`src/rtl/baud_generator_os_if.sv`:
```
// baud_generator_os_if: register write/readback bus between UART decode and the baud generator
interface baud_generator_os_if #(parameter int BUS_W = 8);
  logic             wr_en;
  logic [1:0]       wr_addr;
  logic [BUS_W-1:0] wr_data;
  logic [BUS_W-1:0] rd_data;
  modport master (output wr_en, wr_addr, wr_data, input rd_data);
  modport slave (input wr_en, wr_addr, wr_data, output rd_data);
endinterface

```
`src/rtl/baud_generator_os.sv`:
```
// baud_generator_os: staged-divisor UART oversample/bit tick generator with independent TX and RX channels
module baud_generator_os #(
  parameter int DIV_W       = 16,
  parameter int BUS_W       = 8,
  parameter int OVERSAMPLE  = 16,
  parameter int DEFAULT_DIV = 326
) (
  input  logic                 clk,
  input  logic                 rst_n,
  baud_generator_os_if.slave   bus,
  input  logic                 tx_start,
  input  logic                 rx_start,
  output logic                 tx_sample,
  output logic                 tx_baud,
  output logic                 rx_sample,
  output logic                 rx_baud
);
  localparam int OSW = $clog2(OVERSAMPLE);
  localparam logic [OSW-1:0] OS_TOP = OSW'(OVERSAMPLE - 1);
  localparam logic [OSW-1:0] OS_HALF = OSW'(OVERSAMPLE / 2 - 1);
  localparam logic [DIV_W-1:0] DIV_RST = DIV_W'(DEFAULT_DIV);
  logic [DIV_W-1:0] div_act, div_stg;
  logic [1:0] ctrl, st, smp, bd;
  always_ff @(posedge clk) begin
    if (!rst_n) begin
      div_act <= DIV_RST;
      div_stg <= DIV_RST;
      ctrl    <= 2'b11;
    end else if (bus.wr_en) begin
      if (bus.wr_addr == 2'd0) div_stg[BUS_W-1:0] <= bus.wr_data;
      if (bus.wr_addr == 2'd1) div_stg[DIV_W-1:BUS_W] <= bus.wr_data[DIV_W-BUS_W-1:0];
      if (bus.wr_addr == 2'd2) div_act <= div_stg;
      if (bus.wr_addr == 2'd3) ctrl <= bus.wr_data[1:0];
    end
  end
  always_comb
    bus.rd_data = bus.wr_addr == 2'd0 ? div_act[BUS_W-1:0] :
                  bus.wr_addr == 2'd1 ? BUS_W'(div_act >> BUS_W) :
                  bus.wr_addr == 2'd2 ? div_stg[BUS_W-1:0] : BUS_W'(ctrl);
  assign st = {rx_start, tx_start};
  for (genvar c = 0; c < 2; c++) begin : g_ch
    // RX restarts at half-bit phase so its bit tick lands mid-bit
    localparam logic [OSW-1:0] RLD = (c == 1) ? OS_HALF : OS_TOP;
    logic [DIV_W-1:0] pre;
    logic [OSW-1:0]   os;
    logic             s, b;
    always_ff @(posedge clk) begin
      if (!rst_n || !ctrl[c] || st[c]) begin
        pre <= rst_n ? div_act : DIV_RST;
        os  <= RLD;
        s   <= 1'b0;
        b   <= 1'b0;
      end else if (pre == '0) begin
        pre <= div_act;
        os  <= (os == '0) ? OS_TOP : os - 1'b1;
        s   <= 1'b1;
        b   <= (os == '0);
      end else begin
        pre <= pre - 1'b1;
        s   <= 1'b0;
        b   <= 1'b0;
      end
    end
    assign smp[c] = s;
    assign bd[c] = b;
  end
  assign tx_sample = smp[0];
  assign tx_baud = bd[0];
  assign rx_sample = smp[1];
  assign rx_baud = bd[1];
endmodule
```
`src/flat_wrapper.sv`:
```
// flat-port wrapper written by rule: the top's interface ports become plain ports
module baud_generator_os_flat 
#(
  parameter int DIV_W       = 16,
  parameter int BUS_W       = 8,
  parameter int OVERSAMPLE  = 16,
  parameter int DEFAULT_DIV = 326
)
  (clk, rst_n, tx_start, rx_start, tx_sample, tx_baud, rx_sample, rx_baud, bus_wr_en, bus_wr_addr, bus_wr_data, bus_rd_data);
  baud_generator_os_if #(.BUS_W(BUS_W)) bus_i ();
  input  logic clk;
  input  logic rst_n;
  input  logic tx_start;
  input  logic rx_start;
  output logic tx_sample;
  output logic tx_baud;
  output logic rx_sample;
  output logic rx_baud;
  input wire logic [$bits(bus_i.wr_en)-1:0] bus_wr_en;
  input wire logic [$bits(bus_i.wr_addr)-1:0] bus_wr_addr;
  input wire logic [$bits(bus_i.wr_data)-1:0] bus_wr_data;
  output wire logic [$bits(bus_i.rd_data)-1:0] bus_rd_data;
  assign bus_i.wr_en = bus_wr_en;
  assign bus_i.wr_addr = bus_wr_addr;
  assign bus_i.wr_data = bus_wr_data;
  assign bus_rd_data = bus_i.rd_data;
  baud_generator_os #(.DIV_W(DIV_W), .BUS_W(BUS_W), .OVERSAMPLE(OVERSAMPLE), .DEFAULT_DIV(DEFAULT_DIV)) u_core (.clk(clk), .rst_n(rst_n), .bus(bus_i), .tx_start(tx_start), .rx_start(rx_start), .tx_sample(tx_sample), .tx_baud(tx_baud), .rx_sample(rx_sample), .rx_baud(rx_baud));
endmodule
```
`config.mk`:
```
export PLATFORM = sky130hd
export DESIGN_NAME = baud_generator_os_flat
export DESIGN_NICKNAME = d
export VERILOG_FILES = /design/src/rtl/baud_generator_os_if.sv /design/src/rtl/baud_generator_os.sv /design/src/flat_wrapper.sv
export SDC_FILE = /design/constraint.sdc
export NUM_CORES = 1
export LEC_CHECK = 0
export CAP_MARGIN = 20
export CORE_MARGIN = 2
export CORE_UTILIZATION = 48
export CTS_BUF_LIST = sky130_fd_sc_hd__clkbuf_2 sky130_fd_sc_hd__clkbuf_4 sky130_fd_sc_hd__clkbuf_8
export CTS_CLUSTER_DIAMETER = 150
export DETAILED_ROUTE_END_ITERATION = 8
export PLACE_DENSITY = 0.67
export SLEW_MARGIN = 20
export SYNTH_ARGS = -nofsm -noshare
export SYNTH_HDL_FRONTEND = slang
export SYNTH_SLANG_ARGS = --single-unit
```
`constraint.sdc`:
```
create_clock -name clk -period 3.9 [get_ports clk]
set_input_delay 0.78 -clock clk [delete_from_list [all_inputs] [get_ports clk]]
set_output_delay 0.78 -clock clk [all_outputs]
set_load 0.005 [all_outputs]
```
; ---- Yosys cells after proc, flatten, opt, wreduce, memory -nomap -nowiden
; Index checks and enable logic that the tools add are counted.
[totals]
ff_bits = 78
inputBits = 15
out_inout_bits = 12
elab_cells = 51
[op_classes]
n_addsub = 4
eq_ne = 3
muxes = 12
bitwise_logic = 2
n_reduce_logical = 18
[op_table]
columns = op, n
row1 = two-way mux 16 bit, 5
row2 = logical NOT 16 bit, 2
row3 = subtractor 16 x 1 -> 16 bit (second input constant), 2
row4 = two-way mux 8 bit, 3
row5 = logical NOT 4 bit, 2
row6 = two-way mux 4 bit, 2
row7 = AND reduction 2 bit, 4
row8 = subtractor 4 x 1 -> 4 bit (second input constant), 2
row9 = equality test 2 bit (second input constant), 2
row10 = logical OR 1 bit, 4
row11 = OR reduction 2 bit, 2
row12 = logical NOT 1 bit, 3
row13 = equality test 2 x 1 -> 1 bit (second input constant), 1
row14 = logical NOT 2 bit, 1
row15 = two-way mux 1 bit, 2
row16 = NOT 1 bit, 2

; ---- Logic depth before layout (Yosys ltp)
[logic_depth]
depth_word = 4
mapped_depth = 8
ltp_nobuf = 7

; ---- Worst setup path after synthesis
; OpenSTA, ideal clock, no wires.
[synth_path]
path_type = input to output
from = input bus_wr_addr[1]
to = output bus_rd_data[0]
arrival_time_ps = 1594
t_required_ps = 3120
slack_ps = 1526
cell_stages = 2
path_buffers = 1
path_cell_list = clkbuf_1 > mux4_2
[synth_between]
elab_chain_len = 4
word_cells_on_any_way = 6
cone_classes = eq/ne: 2 / mux: 3 / reduce/logical: 1
[synth_rtl]
columns = element, line_no
row1 = start: declaration, flat_wrapper.sv:20  ; input wire logic [$bits(bus_i.wr_addr)-1:0] bus_wr_addr;
row2 = equality test 2 bit, baud_generator_os.sv:39  ; bus.wr_addr == 2'd2 ? div_stg[BUS_W-1:0] : BUS_W'(ctrl);
row3 = two-way mux 8 bit, baud_generator_os.sv:39
row4 = two-way mux 8 bit, baud_generator_os.sv:38  ; bus.wr_addr == 2'd1 ? BUS_W'(div_act >> BUS_W) :
row5 = two-way mux 8 bit (*), baud_generator_os.sv:37  ; bus.rd_data = bus.wr_addr == 2'd0 ? div_act[BUS_W-1:0] :
row6 = end: declaration, flat_wrapper.sv:22  ; output wire logic [$bits(bus_i.rd_data)-1:0] bus_rd_data;
; Every way passes the cells marked *; elsewhere a longest branch is shown, timed or not.

; ---- Worst setup path after layout
[layout_path]
from = input bus_wr_addr[1]
to = output bus_rd_data[5]
; The elaborated chain is that of the path after synthesis.

==> impl_metrics.csv <==
group,metric,value,unit
outcome,status,"complete, no violations",
placement,routabilityCongestion,0.838,
power_and_ir_drop,ir_drop,0.000191,V
clocking,clock_latency,0.35,ns
clocking,cts_hold_buf,0,
floorplan,die_w,92.2,um
clocking,clock_path_buffers,2,
floorplan,coreArea,7650,um2
detailed_routing,drt-wirelength-per-cell,15.3,um
cells_and_area,insertedDiodeCount,0,
hold_path,hold_path_class,"reg2reg",
logic_synthesis,synth_flop_cell,"dfxtp_1",
timing,fmax,287,MHz
clocking,cts_tree,"done",
timing,rsz0062_at_grt,"false",
hold_path,min_path_cells,2,
logic_synthesis,ys_warn_count,0,
global_routing,grt_max_degree,35,
logic_synthesis,async_flop_share,0,%
logic_synthesis,synth.most_common_cell,"nand2_1",
detailed_routing,first_pass_iters,4,
clocking,h-tree-depth,3,
detailed_routing,route.detailed.drc,0,
worst_setup_path,r2r_slack,1.54,ns
logic_synthesis,synth_top_area_share,41.8,%
detailed_routing,num_vias,3128,
logic_synthesis,synth_cell_types,47,
power_and_ir_drop,power.leakage,1.62,nW
hold_path,hold_end,"u_core.div_stg[10]$_SDFFE_PN0P_",
timing,period_minus_slack,3.48,ns
cells_and_area,drive_gt1_share,7.28,%
worst_setup_path,worstPathRequired,3.12,ns
worst_setup_path,critPathMaxFanout,13,
detailed_routing,wirelength,8730,um
worst_setup_path,ff2ff_path_depth,8,
global_routing,gr-usage-all-layers,22.3,%
detailed_routing,drtIter0Drc,160,
logic_synthesis,synth.ff_latch_count,78,
logic_synthesis,synth_top_area_cell,"dfxtp_1",
timing,slew_headroom,37.9,%
clocking,cts_root_buf,"clkbuf_8",
logic_synthesis,synth_commonest_cells,"nand2_1, dfxtp_1, a21boi_0",
worst_setup_path,worstSetupPathType,"in2out",
hold_path,hp-start,"u_core.div_stg[10]$_SDFFE_PN0P_",
worst_setup_path,cp-end-kind,"output port",
timing,setup-tns-final,0,ns
timing,worst_slew_pin_slew,0.931,ns
timing,period_share,89.2,%
logic_synthesis,synth_edf_count,0,
power_and_ir_drop,totalPowerFinal,0.00170,W
detailed_routing,vias_per_cell,5.50,
placement,io_buffers,26,
cells_and_area,final_nets,485,
worst_setup_path,startpoint_type,"input port",
worst_setup_path,r2r-start,"u_core.g_ch[0].pre[0]$_DFF_P_",
logic_synthesis,synthCells,441,
global_routing,grt_pass1_wl,14900,um
cells_and_area,area_growth,14.9,%
timing,finalSetupViolations,0,
floorplan,chipHeight,92.2,um
global_routing,grt.overflow.total,0,
clocking,clock_sinks,78,
floorplan,num_io_pins,27,
logic_synthesis,synthesis.nets,464,
logic_synthesis,synthesis.area,3730,um2
timing,finalClockSkew,0.0136,ns
cells_and_area,nFillCells,690,
logic_synthesis,ys_top_cells_by_area,"dfxtp_1, nand2_1, a21boi_0",
run,maxCapViolations,0,
floorplan,start_util,48.8,%
clocking,path_clk_slew,0.09,ns
worst_setup_path,r2r-end,"u_core.g_ch[0].pre[14]$_DFF_P_",
clocking,cts_setup_buffers,0,
logic_synthesis,syn_avg_cell_area,8.46,um2
worst_setup_path,worstPathArrival,2.70,ns
floorplan,placementRows,32,
timing,slew_viol_final,0,
floorplan,die_area,8500,um2
placement,hpwl,6310,um
global_routing,antenna_found_initial,0,
clocking,postCtsResizedCells,0,
logic_synthesis,ys_seq_area_share,41.8,%
detailed_routing,drtAntennaViolNets,0,
global_routing,grt_pass1_vias,3010,
clocking,cts_buffers,9,
timing,hold_violations,0,
power_and_ir_drop,powerDensity,396,nW/um2
cell type report:
type	instances	area (um2)	area share, %
tap	102	128	2.98
multi-input combinational	333	2050	47.9
timing repair buffer	29	278	6.48
inverter	11	41.3	0.963
clock inverter	6	95.1	2.22
clock buffer	10	131	3.06
sequential	78	1560	36.4
critical path, cell delays in order:
cell and delay (ns):
clkdlybuf4s50_1 0.73, nor2b_1 0.46, nand2_1 0.10, o21ai_0 0.09
clkdlybuf4s50_1 0.53
per-stage QoR:
stage	utilization, %	instances	setup slack (ns)	instance area (um2)	hold WS [ns]
global route	56.1	569	0.248	4290	0.491
detailed placement	53.1	553	0.428	4060	0.458
floorplan	-	441	1.53	3730	0.440
finish	56.1	569	0.421	4290	0.469
CTS	56.1	569	0.418	4290	0.471
global placement	53.1	553	0.502	4060	0.452
kinds of logic after synthesis:
| family | Yosys count | synth area share (%) |
|---|---|---|
| multiplexers | 10 | 3.35 |
| AO/OA/AOI/OAI | 89 | 16.6 |
| XOR/XNOR | 21 | 4.93 |
| buffers and inverters | 30 | 3.15 |
| AND/OR/NAND/NOR | 205 | 27.5 |
| adder cells (fa/ha/maj) | 8 | 2.68 |
| flip-flops | 78 | 41.8 |
sequential cells by signal, summed over array words and instances, names as in the netlist:
signal	cells
u_core.ctrl	2
u_core.div_act	16
u_core.div_stg	16
u_core.g_ch.os	8
u_core.g_ch.pre	32
u_core.rx_baud	1
u_core.rx_sample	1
u_core.tx_baud	1
u_core.tx_sample	1
worst max-delay path by stage:
stage	startpoint	end	slack, ns	depth (start not counted)
after detailed placement	bus_wr_addr[1]	bus_rd_data[5]	0.43	5
after CTS	bus_wr_addr[1]	bus_rd_data[5]	0.42	5
after global placement	bus_wr_addr[1]	bus_rd_data[7]	0.50	5
after floorplan	bus_wr_addr[1]	bus_rd_data[0]	1.53	2
after global routing	bus_wr_addr[1]	bus_rd_data[7]	0.25	5
final	bus_wr_addr[1]	bus_rd_data[5]	0.42	5
cells in the final DEF (no fill, tap or decap), types with 9 or more instances in the layout:
cell type / count
o21ai_0: 21
a21boi_0: 24
xnor2_1: 13
inv_1: 11
clkbuf_8: 9
clkdlybuf4s50_1: 25
a21oi_1: 12
nor2_1: 23
nand3_1: 20
dfxtp_1: 78
nor3_1: 10
nand2_1: 104
power breakdown:
group / switching [W] / total, W / internal (W)
combinational: 0.0000856 / 0.000158 / 0.0000725
sequential: 0.0000316 / 0.000854 / 0.000823
clock: 0.000314 / 0.000687 / 0.000373
total: 0.000431 / 0.00170 / 0.00127
metal layers:
metal,track usage (%),up-vias,part of all wire (%)
met3,3.29,15,4.4
li1,-,1581,-
met5,0,-,0
met1,28.2,1461,45
met2,37.7,71,48
met4,10.3,0,2.2
No activity file was read; power rests on OpenSTA's default activity.
